$ cat config.mk
export PLATFORM = sky130hd
export DESIGN_NAME = pc_gen_unit_flat
export DESIGN_NICKNAME = d
export VERILOG_FILES = /design/src/rtl/pc_gen_unit_if.sv /design/src/rtl/pc_gen_unit.sv /design/src/flat_wrapper.sv
export SDC_FILE = /design/constraint.sdc
export NUM_CORES = 1
export LEC_CHECK = 0
export CORE_MARGIN = 2
export CORE_UTILIZATION = 30
export CTS_CLUSTER_SIZE = 14
export DETAILED_ROUTE_END_ITERATION = 10
export GPL_TIMING_DRIVEN = 0
export SYNTH_ARGS = -nofsm -noshare
export SYNTH_HDL_FRONTEND = slang
export SYNTH_SLANG_ARGS = --single-unit
$ cat constraint.sdc
create_clock -name clk -period 5.3 [get_ports clk]
set_clock_uncertainty 0.2 [all_clocks]
set_input_delay 1.06 -clock clk [delete_from_list [all_inputs] [get_ports clk]]
set_output_delay 1.06 -clock clk [all_outputs]
set_load 0.01 [all_outputs]
$ cat src/rtl/pc_gen_unit_if.sv
// Request and PC bundle between fetch control (master) and pc_gen_unit (slave).
interface pc_gen_unit_if #(
  parameter int ADDR_W = 32
);
  logic              stall;
  logic              xadr_req;
  logic [ADDR_W-1:0] xadr;
  logic              illop_req;
  logic [ADDR_W-1:0] illop;
  logic              jr_req;
  logic [ADDR_W-1:0] jr;
  logic              jt_req;
  logic [ADDR_W-1:0] jt;
  logic              bt_req;
  logic [ADDR_W-1:0] bt;
  logic [ADDR_W-1:0] pc;
  logic [ADDR_W-1:0] pc_plus4;
  logic              redirect;
  logic [2:0]        src;
  logic              addr_err;

  modport master (
    output stall,
    output xadr_req, xadr,
    output illop_req, illop,
    output jr_req, jr,
    output jt_req, jt,
    output bt_req, bt,
    input  pc, pc_plus4, redirect, src, addr_err
  );

  modport slave (
    input  stall,
    input  xadr_req, xadr,
    input  illop_req, illop,
    input  jr_req, jr,
    input  jt_req, jt,
    input  bt_req, bt,
    output pc, pc_plus4, redirect, src, addr_err
  );
endinterface

$ cat src/rtl/pc_gen_unit.sv
// Fetch-stage PC generator: priority redirect arbitration with a one-entry stall buffer.
// Optional target alignment check is enabled by defining PC_ALIGN_CHECK_EN.
module pc_gen_unit #(
  parameter int                ADDR_W    = 32,
  parameter logic [ADDR_W-1:0] RESET_VEC = '0,
  parameter logic [ADDR_W-1:0] ALIGN_VEC = ADDR_W'(32'h8000_0180)
) (
  input logic          clk,
  input logic          rst,
  pc_gen_unit_if.slave bus
);

  localparam logic [2:0] SRC_PLUS4 = 3'd0;
  localparam logic [2:0] SRC_BT    = 3'd1;
  localparam logic [2:0] SRC_JT    = 3'd2;
  localparam logic [2:0] SRC_JR    = 3'd3;
  localparam logic [2:0] SRC_ILLOP = 3'd4;
  localparam logic [2:0] SRC_XADR  = 3'd5;
  localparam logic [2:0] SRC_ALIGN = 3'd6;

  // Arbitration rank differs from the src code only for ALIGN (between JR and ILLOP).
  function automatic logic [2:0] rank_of(input logic [2:0] code);
    logic [2:0] r;
    case (code)
      SRC_BT:    r = 3'd1;
      SRC_JT:    r = 3'd2;
      SRC_JR:    r = 3'd3;
      SRC_ALIGN: r = 3'd4;
      SRC_ILLOP: r = 3'd5;
      SRC_XADR:  r = 3'd6;
      default:   r = 3'd0;
    endcase
    return r;
  endfunction

`ifdef PC_ALIGN_CHECK_EN
  function automatic logic is_misaligned(input logic [ADDR_W-1:0] tgt);
    return tgt[1:0] != 2'b00;
  endfunction
`endif

  logic [ADDR_W-1:0] pc_p1;
  logic [2:0]        src_p1;
  logic              redirect_p1;
  logic              pend_v_p1;
  logic [2:0]        pend_src_p1;
  logic [ADDR_W-1:0] pend_tgt_p1;

  logic [ADDR_W-1:0] pc_plus4;
  logic              live_v;
  logic [2:0]        live_src;
  logic [ADDR_W-1:0] live_tgt;
  logic              live_wins;
  logic              cap_wr;

  logic [ADDR_W-1:0] pc_nxt;
  logic [2:0]        src_nxt;
  logic              redirect_nxt;
  logic              pend_v_nxt;
  logic [2:0]        pend_src_nxt;
  logic [ADDR_W-1:0] pend_tgt_nxt;

  assign pc_plus4 = pc_p1 + ADDR_W'(4);

  // Highest live non-exception request; misaligned jumps become ALIGN here so
  // that a buffered entry already carries its final code and rank.
  always_comb begin
    live_v   = 1'b1;
    live_src = SRC_PLUS4;
    live_tgt = '0;
    if (bus.illop_req) begin
      live_src = SRC_ILLOP;
      live_tgt = bus.illop;
    end else if (bus.jr_req) begin
      live_src = SRC_JR;
      live_tgt = bus.jr;
    end else if (bus.jt_req) begin
      live_src = SRC_JT;
      live_tgt = bus.jt;
    end else if (bus.bt_req) begin
      live_src = SRC_BT;
      live_tgt = bus.bt;
    end else begin
      live_v = 1'b0;
    end
`ifdef PC_ALIGN_CHECK_EN
    if (live_v && (live_src != SRC_ILLOP) && is_misaligned(live_tgt)) begin
      live_src = SRC_ALIGN;
      live_tgt = ALIGN_VEC;
    end
`endif
  end

  // Equal rank: live wins on apply, but does not overwrite the buffer on capture.
  assign live_wins = live_v && (!pend_v_p1 || (rank_of(live_src) >= rank_of(pend_src_p1)));
  assign cap_wr    = live_v && (!pend_v_p1 || (rank_of(live_src) >  rank_of(pend_src_p1)));

  always_comb begin
    pc_nxt       = pc_p1;
    src_nxt      = src_p1;
    redirect_nxt = 1'b0;
    pend_v_nxt   = pend_v_p1;
    pend_src_nxt = pend_src_p1;
    pend_tgt_nxt = pend_tgt_p1;
    if (bus.xadr_req) begin
      pc_nxt       = bus.xadr;
      src_nxt      = SRC_XADR;
      redirect_nxt = 1'b1;
      pend_v_nxt   = 1'b0;
    end else if (bus.stall) begin
      if (cap_wr) begin
        pend_v_nxt   = 1'b1;
        pend_src_nxt = live_src;
        pend_tgt_nxt = live_tgt;
      end
    end else if (live_wins) begin
      pc_nxt       = live_tgt;
      src_nxt      = live_src;
      redirect_nxt = 1'b1;
      pend_v_nxt   = 1'b0;
    end else if (pend_v_p1) begin
      pc_nxt       = pend_tgt_p1;
      src_nxt      = pend_src_p1;
      redirect_nxt = 1'b1;
      pend_v_nxt   = 1'b0;
    end else begin
      pc_nxt  = pc_plus4;
      src_nxt = SRC_PLUS4;
    end
  end

  // Stage p1: architectural PC, its source tag and the pending redirect buffer
  always_ff @(posedge clk or posedge rst) begin
    if (rst) begin
      pc_p1       <= RESET_VEC;
      src_p1      <= SRC_PLUS4;
      redirect_p1 <= 1'b0;
      pend_v_p1   <= 1'b0;
    end else begin
      pc_p1       <= pc_nxt;
      src_p1      <= src_nxt;
      redirect_p1 <= redirect_nxt;
      pend_v_p1   <= pend_v_nxt;
    end
  end

  always_ff @(posedge clk) begin
    pend_src_p1 <= pend_src_nxt;
    pend_tgt_p1 <= pend_tgt_nxt;
  end

`ifdef PC_ALIGN_CHECK_EN
  logic addr_err_p1;

  always_ff @(posedge clk or posedge rst) begin
    if (rst) begin
      addr_err_p1 <= 1'b0;
    end else begin
      addr_err_p1 <= redirect_nxt && (src_nxt == SRC_ALIGN);
    end
  end

  assign bus.addr_err = addr_err_p1;
`else
  assign bus.addr_err = 1'b0;
`endif

  assign bus.pc       = pc_p1;
  assign bus.pc_plus4 = pc_plus4;
  assign bus.redirect = redirect_p1;
  assign bus.src      = src_p1;

endmodule

$ cat src/flat_wrapper.sv
// flat-port wrapper written by rule: the top's interface ports become plain ports
module pc_gen_unit_flat 
#(
  parameter int                ADDR_W    = 32,
  parameter logic [ADDR_W-1:0] RESET_VEC = '0,
  parameter logic [ADDR_W-1:0] ALIGN_VEC = ADDR_W'(32'h8000_0180)
)
  (clk, rst, bus_stall, bus_xadr_req, bus_xadr, bus_illop_req, bus_illop, bus_jr_req, bus_jr, bus_jt_req, bus_jt, bus_bt_req, bus_bt, bus_pc, bus_pc_plus4, bus_redirect, bus_src, bus_addr_err);
  pc_gen_unit_if #(.ADDR_W(ADDR_W)) bus_i ();
  input logic clk;
  input logic rst;
  input wire logic [$bits(bus_i.stall)-1:0] bus_stall;
  input wire logic [$bits(bus_i.xadr_req)-1:0] bus_xadr_req;
  input wire logic [$bits(bus_i.xadr)-1:0] bus_xadr;
  input wire logic [$bits(bus_i.illop_req)-1:0] bus_illop_req;
  input wire logic [$bits(bus_i.illop)-1:0] bus_illop;
  input wire logic [$bits(bus_i.jr_req)-1:0] bus_jr_req;
  input wire logic [$bits(bus_i.jr)-1:0] bus_jr;
  input wire logic [$bits(bus_i.jt_req)-1:0] bus_jt_req;
  input wire logic [$bits(bus_i.jt)-1:0] bus_jt;
  input wire logic [$bits(bus_i.bt_req)-1:0] bus_bt_req;
  input wire logic [$bits(bus_i.bt)-1:0] bus_bt;
  output wire logic [$bits(bus_i.pc)-1:0] bus_pc;
  output wire logic [$bits(bus_i.pc_plus4)-1:0] bus_pc_plus4;
  output wire logic [$bits(bus_i.redirect)-1:0] bus_redirect;
  output wire logic [$bits(bus_i.src)-1:0] bus_src;
  output wire logic [$bits(bus_i.addr_err)-1:0] bus_addr_err;
  assign bus_i.stall = bus_stall;
  assign bus_i.xadr_req = bus_xadr_req;
  assign bus_i.xadr = bus_xadr;
  assign bus_i.illop_req = bus_illop_req;
  assign bus_i.illop = bus_illop;
  assign bus_i.jr_req = bus_jr_req;
  assign bus_i.jr = bus_jr;
  assign bus_i.jt_req = bus_jt_req;
  assign bus_i.jt = bus_jt;
  assign bus_i.bt_req = bus_bt_req;
  assign bus_i.bt = bus_bt;
  assign bus_pc = bus_i.pc;
  assign bus_pc_plus4 = bus_i.pc_plus4;
  assign bus_redirect = bus_i.redirect;
  assign bus_src = bus_i.src;
  assign bus_addr_err = bus_i.addr_err;
  pc_gen_unit #(.ADDR_W(ADDR_W), .RESET_VEC(RESET_VEC), .ALIGN_VEC(ALIGN_VEC)) u_core (.clk(clk), .rst(rst), .bus(bus_i));
endmodule
==> flow_summary.toml <==
[clock_tree]
cts_made_buffers = 9
cts_max_level = 3
tritoncts = "done"
post_cts_resized = 0
clock_path_buffers = 2
hold_buffers = 0
cts_root_buf = "clkbuf_16"
post_cts_buffers = 0
clkLatencyLatePin_ps = 340
cts_sinks = 72
clk_pin_slew_ps = 60

[route]
drt_iter0_drc = 536
wl_per_cell_um = 21.7
viasPerCell = 5.50
drtPass1Iterations = 5
vias = 5773
wirelength_mm = 22.8
drcViolationCount = 0
ant_nets = 0

[finish]
antennaDiodeCount = 0
finish.utilization_pct = 48.7
fill_cells = 1548
nNetsFinal = 997
drive_above_1_share_pct = 6.27
area_growth_pct = 59.4

[yosys]
synthesis.area_mm2 = 0.00503
synth_xor_area_share_pct = 4.88
synth_simple_gate_area_share_pct = 22.1
syn_area_per_cell_um2 = 8.70
synth-edff-count = 35
synth-seq-cells = 72
yosysTopAreaCell = "edfxtp_1"
synth-warning-count = 0
synth_cell_types = 60
syn_nets = 750
async_flop_share_pct = 51.4
synth_top_family_by_area = "compound AO/OA/AOI/OAI gates"
synthAdderAreaFrac_pct = 0.996
synthFlopType = "dfrtp_1"
synth_area_leaders = "edfxtp_1, dfrtp_1, a221oi_1"
synth.most_common_cell = "nor2_1"
synthCells = 578
synthMuxAreaShare_pct = 1.44
synth_compound_area_share_pct = 25.5
synth_top_area_share_pct = 20.9
yosysSeqAreaShare_pct = 39.3
ys_top_cells_by_count = "nor2_1, nand2_1, dfrtp_1"

[power_and_ir_drop]
peakVddDrop_uv = 136
leakagePower_nw = 2.99
power-per-cell-area_mw_per_mm2 = 243

[sta]
drv_slew = 0
worst_slew_pin_slew_ps = 1080
slew_headroom_pct = 27.3
post-route-period-util_pct = 85.1
setup_slack_ps = 788
setup_tns_ps = 0
period_minus_slack_ps = 4510
setup-violations-final = 0
max_freq_ghz = 0.222
rsz0062_at_grt = "no"
finalHoldViolCount = 0

[placed_design]
portBuffers = 233
gp_congestion = 0.911
dpl.hpwl_mm = 17.8
pre_cts_ws_ps = 436

[run_status]
status = "complete, no violations"

[floorplanning]
core_mm2 = 0.0165
initial_utilization_pct = 30.5
dieArea_mm2 = 0.0178
die_w_um = 133
row_count = 47
ios = 237
die_y_um = 133

[worst_hold_path]
hold_class = "reg -> reg"

[setup_path]
start_kind = "primary input"
end_kind = "flop"
critical_path_arrival_ps = 4590
path_class = "in -> reg"
worstPathRequired_ps = 5380
path_max_fanout = 10

[grt]
grt_pass1_vias = 5754
grt_antenna_before_repair = 1
grt_overflow_total = 0
grtUsageTotal_pct = 25.0
grt_pass1_wl_mm = 33.7
grt_max_degree = 38

[job]
cap_violations = 0
-- state kept, by name (all words and copies together) (netlist names) --
signal and flops:
u_core.pend_tgt_p1 32, u_core.pend_src_p1 3, u_core.bus.src 3, u_core.pend_v_p1 1, u_core.bus.redirect 1, u_core.bus.pc 32
-- per-stage QoR --
stage	cell area [µm²]	std cells	total power (W)	hold slack, ps
after global placement	7640	1031	0.00132	300
after detailed placement	7720	1034	0.00134	305
after global routing	8010	1050	0.00201	338
after floorplan	5030	578	0.000960	291
after CTS	8010	1050	0.00194	317
final	8010	1050	0.00194	315
-- cell type report --
class                      instances  area [µm²]  share of cell area [%]
buffer                            52         231                    2.89
clock inverter                     4        43.8                   0.547
inverter                          15        56.3                   0.703
multi-input combinational        439        2770                    34.6
timing repair buffer             236        2410                    30.0
clock buffer                      12         246                    3.08
sequential                        72        1980                    24.7
tap                              220         275                    3.44
-- kinds of logic after synthesis --
logic type	after synthesis
other cells	1
xor+xnor	28
flops	72
compound gates	179
buf+inv	67
mux	7
simple gates	220
fa+ha+maj	4
-- layer usage --
| metal | wire length (µm) | track usage, % |
|---|---|---|
| met1 | 9440 | 33.4 |
| met2 | 11000 | 41.6 |
| met3 | 1910 | 3.69 |
| met4 | 486 | 8.63 |
| met5 | 13 | 0 |
-- critical path: stages --
cell             delay, ps
clkdlybuf4s50_1        470
buf_2                  220
or2_1                  190
clkbuf_1               480
nor2_1                 120
ha_1                   330
nand2b_1               100
a21oi_1                 90
a211oi_1               410
clkbuf_1               560
nand2_1                110
a311oi_1               330
a21o_1                 120
-- path summary, 6_finish.rpt --
path	start	endpoint	slack (ps)	cells past startpoint
min	u_core.bus.pc[0]	u_core.bus.pc[0]	320	1
min in group asynchronous	rst	u_core.bus.pc[22]	860	3
max in group asynchronous	rst	u_core.bus.pc[2]	3800	3
min reg2reg	u_core.bus.pc[0]	u_core.bus.pc[0]	320	1
max reg2reg	u_core.pend_src_p1[2]	u_core.bus.pc[1]	2240	9
max	bus_illop_req	u_core.bus.pc[1]	790	13
-- power breakdown --
group / switching (W) / total [W] / leakage, nW / internal, W
combinational: 0.000307 / 0.000636 / 2.09 / 0.000330
sequential: 0.0000556 / 0.000695 / 0.754 / 0.000640
clock: 0.000237 / 0.000612 / 0.144 / 0.000375
total: 0.000599 / 0.00194 / 2.99 / 0.00134
-- layout by cell type (no fill, tap or decap), drive strengths merged, types with 3 or more instances in the layout --
master / Yosys / layout
nor2: 67 / 67
or2: 3 / 3
a211oi: 5 / 5
mux2i: 5 / 5
a22oi: 4 / 4
nor4: 8 / 8
o41ai: 3 / 3
a31oi: 4 / 4
nor2b: 17 / 17
buf: 18 / 21
clkdlybuf4s50: 0 / 233
nor3: 8 / 8
edfxtp: 35 / 35
and4: 3 / 3
a2bb2oi: 3 / 3
nand2: 63 / 63
a221oi: 35 / 35
a21oi: 27 / 27
o2bb2ai: 4 / 4
nand4: 5 / 5
dfrtp: 37 / 37
nand3: 23 / 23
ha: 4 / 4
o211ai: 6 / 6
o22ai: 27 / 27
o31ai: 16 / 16
nand2b: 10 / 10
a21o: 3 / 3
o21ai: 19 / 19
xor2: 12 / 12
inv: 15 / 15
and3: 11 / 11
o221ai: 8 / 8
clkbuf: 34 / 46
xnor2: 16 / 16
clkinv: 0 / 3
Power figures use the tool's default switching activity.
